<file path="config.mk">
export PLATFORM = sky130hd
export DESIGN_NAME = seq_bit_serializer
export DESIGN_NICKNAME = d
export VERILOG_FILES = /design/src/rtl/seq_pkg.sv /design/src/rtl/seq_hold_reg.sv /design/src/rtl/seq_bit_serializer.sv
export SDC_FILE = /design/constraint.sdc
export NUM_CORES = 1
export LEC_CHECK = 0
export BUFFER_PORTS_ARGS = -buffer_cell sky130_fd_sc_hd__buf_2
export CORE_MARGIN = 4
export CORE_UTILIZATION = 55
export DETAILED_ROUTE_END_ITERATION = 12
export GPL_TIMING_DRIVEN = 0
export MAX_ROUTING_LAYER = met4
export PLACE_DENSITY = 0.87
export SLEW_MARGIN = 20
export SYNTH_ARGS = -nofsm -noshare
export SYNTH_HDL_FRONTEND = slang
export SYNTH_HIERARCHICAL = 1
export SYNTH_SLANG_ARGS = --single-unit
</file>
<file path="constraint.sdc">
create_clock -name clk -period 1.7 [get_ports clk]
set_input_delay 0.34 -clock clk [delete_from_list [all_inputs] [get_ports clk]]
set_output_delay 0.34 -clock clk [all_outputs]
set_load 0.03 [all_outputs]
</file>
<file path="src/rtl/seq_pkg.sv">
// Shared types for the bit serializer and its 1011 detector bench.
// Holds the serializer FSM states and the detector pattern.
package seq_pkg;

  typedef enum logic {
    SER_IDLE  = 1'b0,
    SER_SHIFT = 1'b1
  } ser_state_t;

  localparam logic [3:0] SEQ_PATTERN = 4'b1011;

endpackage

</file>
<file path="src/rtl/seq_hold_reg.sv">
// One-entry holding buffer in front of the serializer shifter.
// Ports: clk, reset (sync, active low), wr_en/wr_data, rd_en/rd_data, full.
module seq_hold_reg
  import seq_pkg::*;
#(
  parameter int WIDTH = 8
) (
  input  logic             clk,
  input  logic             reset,
  input  logic             wr_en,
  input  logic [WIDTH-1:0] wr_data,
  input  logic             rd_en,
  output logic [WIDTH-1:0] rd_data,
  output logic             full
);

  logic [WIDTH-1:0] data_q;
  logic             full_q;

  always_ff @(posedge clk) begin
    if (!reset) begin
      data_q <= '0;
      full_q <= 1'b0;
    end else begin
      if (wr_en) data_q <= wr_data;
      full_q <= wr_en | (full_q & ~rd_en);
    end
  end

  assign rd_data = data_q;
  assign full    = full_q;

endmodule

</file>
<file path="src/rtl/seq_bit_serializer.sv">
// Parallel-to-serial feeder for the 1011 sequence detector.
// Ports: in_data/in_valid/in_ready word handshake, stall, out_bit/out_valid/out_last.
module seq_bit_serializer
  import seq_pkg::*;
#(
  parameter int WIDTH     = 8,
  parameter bit MSB_FIRST = 1'b1
) (
  input  logic             clk,
  input  logic             reset,
  input  logic [WIDTH-1:0] in_data,
  input  logic             in_valid,
  output logic             in_ready,
  input  logic             stall,
  output logic             out_bit,
  output logic             out_valid,
  output logic             out_last
);

  localparam int CW = $clog2(WIDTH);
  localparam logic [CW-1:0] LAST = CW'(WIDTH - 1);

  ser_state_t       state_q;
  logic [WIDTH-1:0] sreg_q;
  logic [CW-1:0]    cnt_q;

  logic             hold_full;
  logic [WIDTH-1:0] hold_data;
  logic             accept;
  logic             shifting;
  logic             last_edge;
  logic             hold_wr;
  logic             hold_rd;
  logic [WIDTH-1:0] sreg_sh;
  logic             head;

  assign in_ready  = reset & ~hold_full;
  assign accept    = in_valid & in_ready;
  assign shifting  = (state_q == SER_SHIFT);
  assign last_edge = shifting & ~stall & (cnt_q == LAST);

  // The held word goes straight into the shifter on the last-bit edge;
  // any other accept while shifting parks in the hold register.
  assign hold_rd = last_edge & hold_full;
  assign hold_wr = accept & shifting & ~last_edge;

  assign sreg_sh = MSB_FIRST ? (sreg_q << 1) : (sreg_q >> 1);
  assign head    = MSB_FIRST ? sreg_q[WIDTH-1] : sreg_q[0];

  seq_hold_reg #(
    .WIDTH(WIDTH)
  ) u_hold (
    .clk    (clk),
    .reset  (reset),
    .wr_en  (hold_wr),
    .wr_data(in_data),
    .rd_en  (hold_rd),
    .rd_data(hold_data),
    .full   (hold_full)
  );

  always_ff @(posedge clk) begin
    if (!reset) begin
      state_q <= SER_IDLE;
      sreg_q  <= '0;
      cnt_q   <= '0;
    end else begin
      unique case (state_q)
        SER_IDLE: begin
          if (accept) begin
            sreg_q  <= in_data;
            cnt_q   <= '0;
            state_q <= SER_SHIFT;
          end
        end
        SER_SHIFT: begin
          if (!stall) begin
            if (cnt_q == LAST) begin
              cnt_q <= '0;
              if (hold_full) begin
                sreg_q <= hold_data;
              end else if (accept) begin
                sreg_q <= in_data;
              end else begin
                sreg_q  <= sreg_sh;
                state_q <= SER_IDLE;
              end
            end else begin
              sreg_q <= sreg_sh;
              cnt_q  <= cnt_q + 1'b1;
            end
          end
        end
        default: state_q <= SER_IDLE;
      endcase
    end
  end

  assign out_valid = shifting;
  assign out_bit   = shifting & head;
  assign out_last  = shifting & (cnt_q == LAST);

endmodule

</file>
# == Yosys cells after proc, flatten, opt, wreduce, memory -nomap -nowiden ==
# Cells that the tools add are included.
# classes
add_sub_neg,1
eq_ne,3
mux,15
bitwise,16
reduce_logical,1
# op_table
op,n
$mux W8,5
$pmux W8 S2,1
$and A1 B1 Y1,10
$mux W3,3
$pmux W3 S2,1
$not A1 Y1,5
$mux W1,4
$ne A2 B2 Y1 const B,2
$add A3 B1 Y3 const B,1
$eq A3 B3 Y1 const B,1
$pmux W1 S2,1
$reduce_and A2 Y1,1
$or A1 B1 Y1,1
# totals
ff_bits,21
inputBits,12
output_inout_bits,4
word_cells,41

# == Logic depth before layout (Yosys ltp) ==
# logic_depth
ltp_word,8
depth_mapped,7
depth_no_buf,6

# == Modules after synthesis ==
# Netlist, hierarchy kept.
# by_module_without_submodules
mod,instances,cells_per_inst,area_each_um2
seq_bit_serializer,1,101,812.0
seq_hold_reg,1,28,335.3

# == Worst setup path before layout ==
# OpenSTA, ideal clock, no wires.
# synth_path
path_kind,reg-to-reg
start,register u_hold.full_q (netlist: u_hold/full)
end,register u_hold.data_q[0] (netlist: u_hold/rd_data[0])
setup_time_ns,0.116
arrival_time_ns,1.588
path_slack_ns,-0.004
path_stages_with_launch,7
path_buffers,2
path_cell_list,dfxtp_1 -> buf_6 -> nor2b_1 -> and4_1 -> buf_6 -> mux2i_1 -> nor2b_1
# synth_between
elab_chain_cells,5
# synth_lines
element,line_no,text
start: declaration,seq_hold_reg.sv:18,logic full_q;
start signal: assignment,seq_hold_reg.sv:26,full_q <= wr_en | (full_q & ~rd_en);
$not A1 Y1,seq_bit_serializer.sv:37,assign in_ready = reset & ~hold_full;
$and A1 B1 Y1,seq_bit_serializer.sv:37,
via in_ready,seq_bit_serializer.sv:13,"output logic in_ready,"
$and A1 B1 Y1,seq_bit_serializer.sv:38,assign accept = in_valid & in_ready;
$and A1 B1 Y1 (2 in series),seq_bit_serializer.sv:45,assign hold_wr = accept & shifting & ~last_edge;
via hold_wr,seq_bit_serializer.sv:32,logic hold_wr;
end signal: assignment,seq_hold_reg.sv:25,if (wr_en) data_q <= wr_data;
end: declaration,seq_hold_reg.sv:17,logic [WIDTH-1:0] data_q;
# The timed path passes the listed nets, and every way through them passes these cells.
# A chain may end at the register's enable or synchronous reset.

# == Final worst setup path ==
# layout_path
start,register cnt_q[1]
end,output out_last
# layout_between
elab_chain_cells,2
# layout_lines
element,line_no,text
start: declaration,seq_bit_serializer.sv:25,logic [CW-1:0] cnt_q;
start signal: assignment,seq_bit_serializer.sv:90,cnt_q <= cnt_q + 1'b1;
$eq A3 B3 Y1,seq_bit_serializer.sv:101,assign out_last = shifting & (cnt_q == LAST);
$and A1 B1 Y1,seq_bit_serializer.sv:101,
end: declaration,seq_bit_serializer.sv:17,output logic out_last
# Every way passes these cells.

==> flow_summary.yaml <==
status:
  run_status: "complete, no violations"
global_routing:
  overflow: 0
  global_route_wire_length_before_repair_um: 4460
  grt_pass1_vias: 1068
  largest_net_degree_at_the_start_of_global_routing: 15
  grt_use_total: 0.216
  grt_antenna_before_repair: 0
sta:
  final-setup-viol-count: 0
  rsz0062_at_grt: "false"
  achievable-frequency_mhz: 608
  final_report_hold_violation_count: 0
  layout_worst_path_cycle_share: 0.968
  relSlewSlack: 0.792
  skew_ns: 0.0111
  setup_slack_ns: 0.0542
  timing.final.crit_period_ns: 1.65
  tns_ns: 0
  hold_slack_ns: 0.311
  worst-slew-pin-transition_ns: 0.312
  final-max-slew-violation-count: 0
logic_synthesis:
  synth_seq_area_share: 0.366
  synth_nets: 143
  syn_area_sq_um: 1150
  post_syn_instances: 129
  yosysTopAreaCell: "sky130_fd_sc_hd__dfxtp_1"
  ys_ff_latch: 21
  synth.most_common_cell: "sky130_fd_sc_hd__dfxtp_1"
  synth-main-ff-cell: "sky130_fd_sc_hd__dfxtp_1"
  netlist_top_cells_area: "sky130_fd_sc_hd__dfxtp_1 (37%), sky130_fd_sc_hd__nor2b_1 (7.6%), sky130_fd_sc_hd__mux2i_1 (7.0%)"
  number_of_flops_mapped_to_enable_cells_by_yosys: 0
  yosys_warnings: 6
  share_of_flip_flops_with_an_asynchronous_set_or_reset_after_synthesis: 0
  synth.top_cell.area_share: 0.366
  post_synthesis_cell_type_count: 31
  postSynthAreaPerCell_sq_um: 8.89
  synth_top_cells_by_count: "sky130_fd_sc_hd__dfxtp_1 (21), sky130_fd_sc_hd__o21ai_0 (16), sky130_fd_sc_hd__nor2b_1 (14), sky130_fd_sc_hd__a21oi_1 (9), sky130_fd_sc_hd__mux2i_1 (8)"
routing:
  ant_nets: 0
  route.final.wire_length_um: 2700
  drc_viols: 0
  detail_route.wl_per_cell_um: 15.3
  dr.first_iter.drc_count: 26
  vias: 1058
  vias_per_cell: 6.01
  drt_first_pass_iters: 4
critical_path:
  cp_max_fo: 4
  critical_path_endpoint_category: "output port"
  timing_worst_setup_path_type: "reg -> out"
  rr_startpoint: "cnt_q[1]"
  cp-startpoint: "cnt_q[1]"
  cp-start-kind: "flip-flop"
  cp.arrival_ns: 1.31
  cp.required_ns: 1.36
clock_network:
  htree_levels: 1
  clk-insertion-delay-late_ns: 0.32
  tritoncts_clock_tree: "built"
  clock_edge_transition_at_the_registers_on_the_reported_setup_and_hold_paths_ns: 0.13
  root_buffer: "sky130_fd_sc_hd__clkbuf_4"
  tritoncts_num_sinks: 21
  number_of_buffers_added_by_the_clock_tree_synthesis_step: 3
  cts.path.max_buffers: 2
die:
  pin_count: 16
  die_height_um: 53.7
  core_sq_um: 1960
  design.die.area_sq_um: 2880
  core.rowCount: 16
  initial_core_util: 0.585
  die_x_um: 53.7
flow_run:
  max_cap_viols: 0
place:
  place_hpwl_um: 1940
  place.detailed.instances: 171
  total_cell_area_at_the_placement_stage_sq_um: 1260
  portBuffers: 15
  pre_cts_slack_ns: 0.0613
  routabilityCongestion: 0.815
worst_hold_path:
  timing.hold.worst.start: "in_data[5]"
  hp-class: "in -> reg"
cells_and_area:
  layout.cell_area.non_filler_sq_um: 1320
  area_delta_synth_final_pct: 15.2
  final_util: 0.673
  fillCellCount: 184
  final_cells: 176
  post_route_cells_drive_above_1_share: 0.289
  nNetsFinal: 164
  antenna-diode-count: 0
pwr:
  total_leakage_power_nw: 0.471
  total_power_mw: 0.976
  max-vdd-ir-drop_mv: 0.576
  power_per_cell_area_nw_per_um2: 738
## critical path, stage by stage (launching register included)
cell	delay, ns
sky130_fd_sc_hd__dfxtp_2	0.35
sky130_fd_sc_hd__ha_2	0.18
sky130_fd_sc_hd__ha_4	0.17
sky130_fd_sc_hd__and2_4	0.14
sky130_fd_sc_hd__buf_4	0.16
## state kept, by name, indices dropped and copies added (netlist names)
| register | cells |
|---|---|
| sreg_q | 8 |
| cnt_q | 3 |
| u_hold/full | 1 |
| out_valid | 1 |
| u_hold/rd_data | 8 |
## where the power goes
group | switching (mW) | internal [mW] | total (mW)
sequential | 0.0191 | 0.523 | 0.542
combinational | 0.105 | 0.0798 | 0.185
clock | 0.161 | 0.0881 | 0.249
## area by class of cell
cell class	instances	area, sq um	area share
clock buffers	3	22.5	0.0170
plain buffers	8	63.8	0.0483
inverters	8	30.0	0.0227
well taps	27	33.8	0.0256
multi-input cells	92	657	0.497
repair buffers	16	85.1	0.0644
flip-flops and latches	21	424	0.321
clock inverters	1	5.00	0.00379
## layer usage
metal,share of wire,wire length [um],global-route usage
met1,0.43,1170,0.261
met2,0.49,1310,0.347
met3,0.071,191,0.0305
met4,0.0096,26,0.115
met5,0,0,-
## cells in the final DEF, fill, tap and decap left out, drive strengths merged
cell      n
and2      3
and3b     1
o21ai    19
a21boi    1
inv       8
nor2b    14
clkinv    1
nor3      1
and4      1
nor2      8
a21oi    10
a22oi     2
o21a      1
mux2i     8
o221ai    7
nand2b    3
nand3     1
buf      23
nand2     2
clkbuf    4
dfxtp    21
a32oi     7
ha        2
nand4bb   1
## cell families after synthesis
family,count (synthesis),synth area share
buf+inv,16,0.0785
mux,8,0.0698
flops,21,0.366
simple gates,35,0.189
fa+ha+maj,2,0.0218
compound gates,47,0.275
## repair_timing
item                                    in CTS  in global routing
buffers inserted                             1                  0
resized for setup                            8                  2
endpoints found under the setup margin       2                  2
endpoints found under the hold margin        0                  0
hold buffers                                 0                  0
## final timing paths
path	slack [ns]	cells past startpoint	to
worst max-delay path	0.05	4	out_last
worst min-delay path	0.31	3	u_hold/rd_data[5]
worst max register to register	0.18	7	u_hold/rd_data[2]
worst min register to register	0.53	2	u_hold/rd_data[7]
Power figures use the tool's default switching activity.
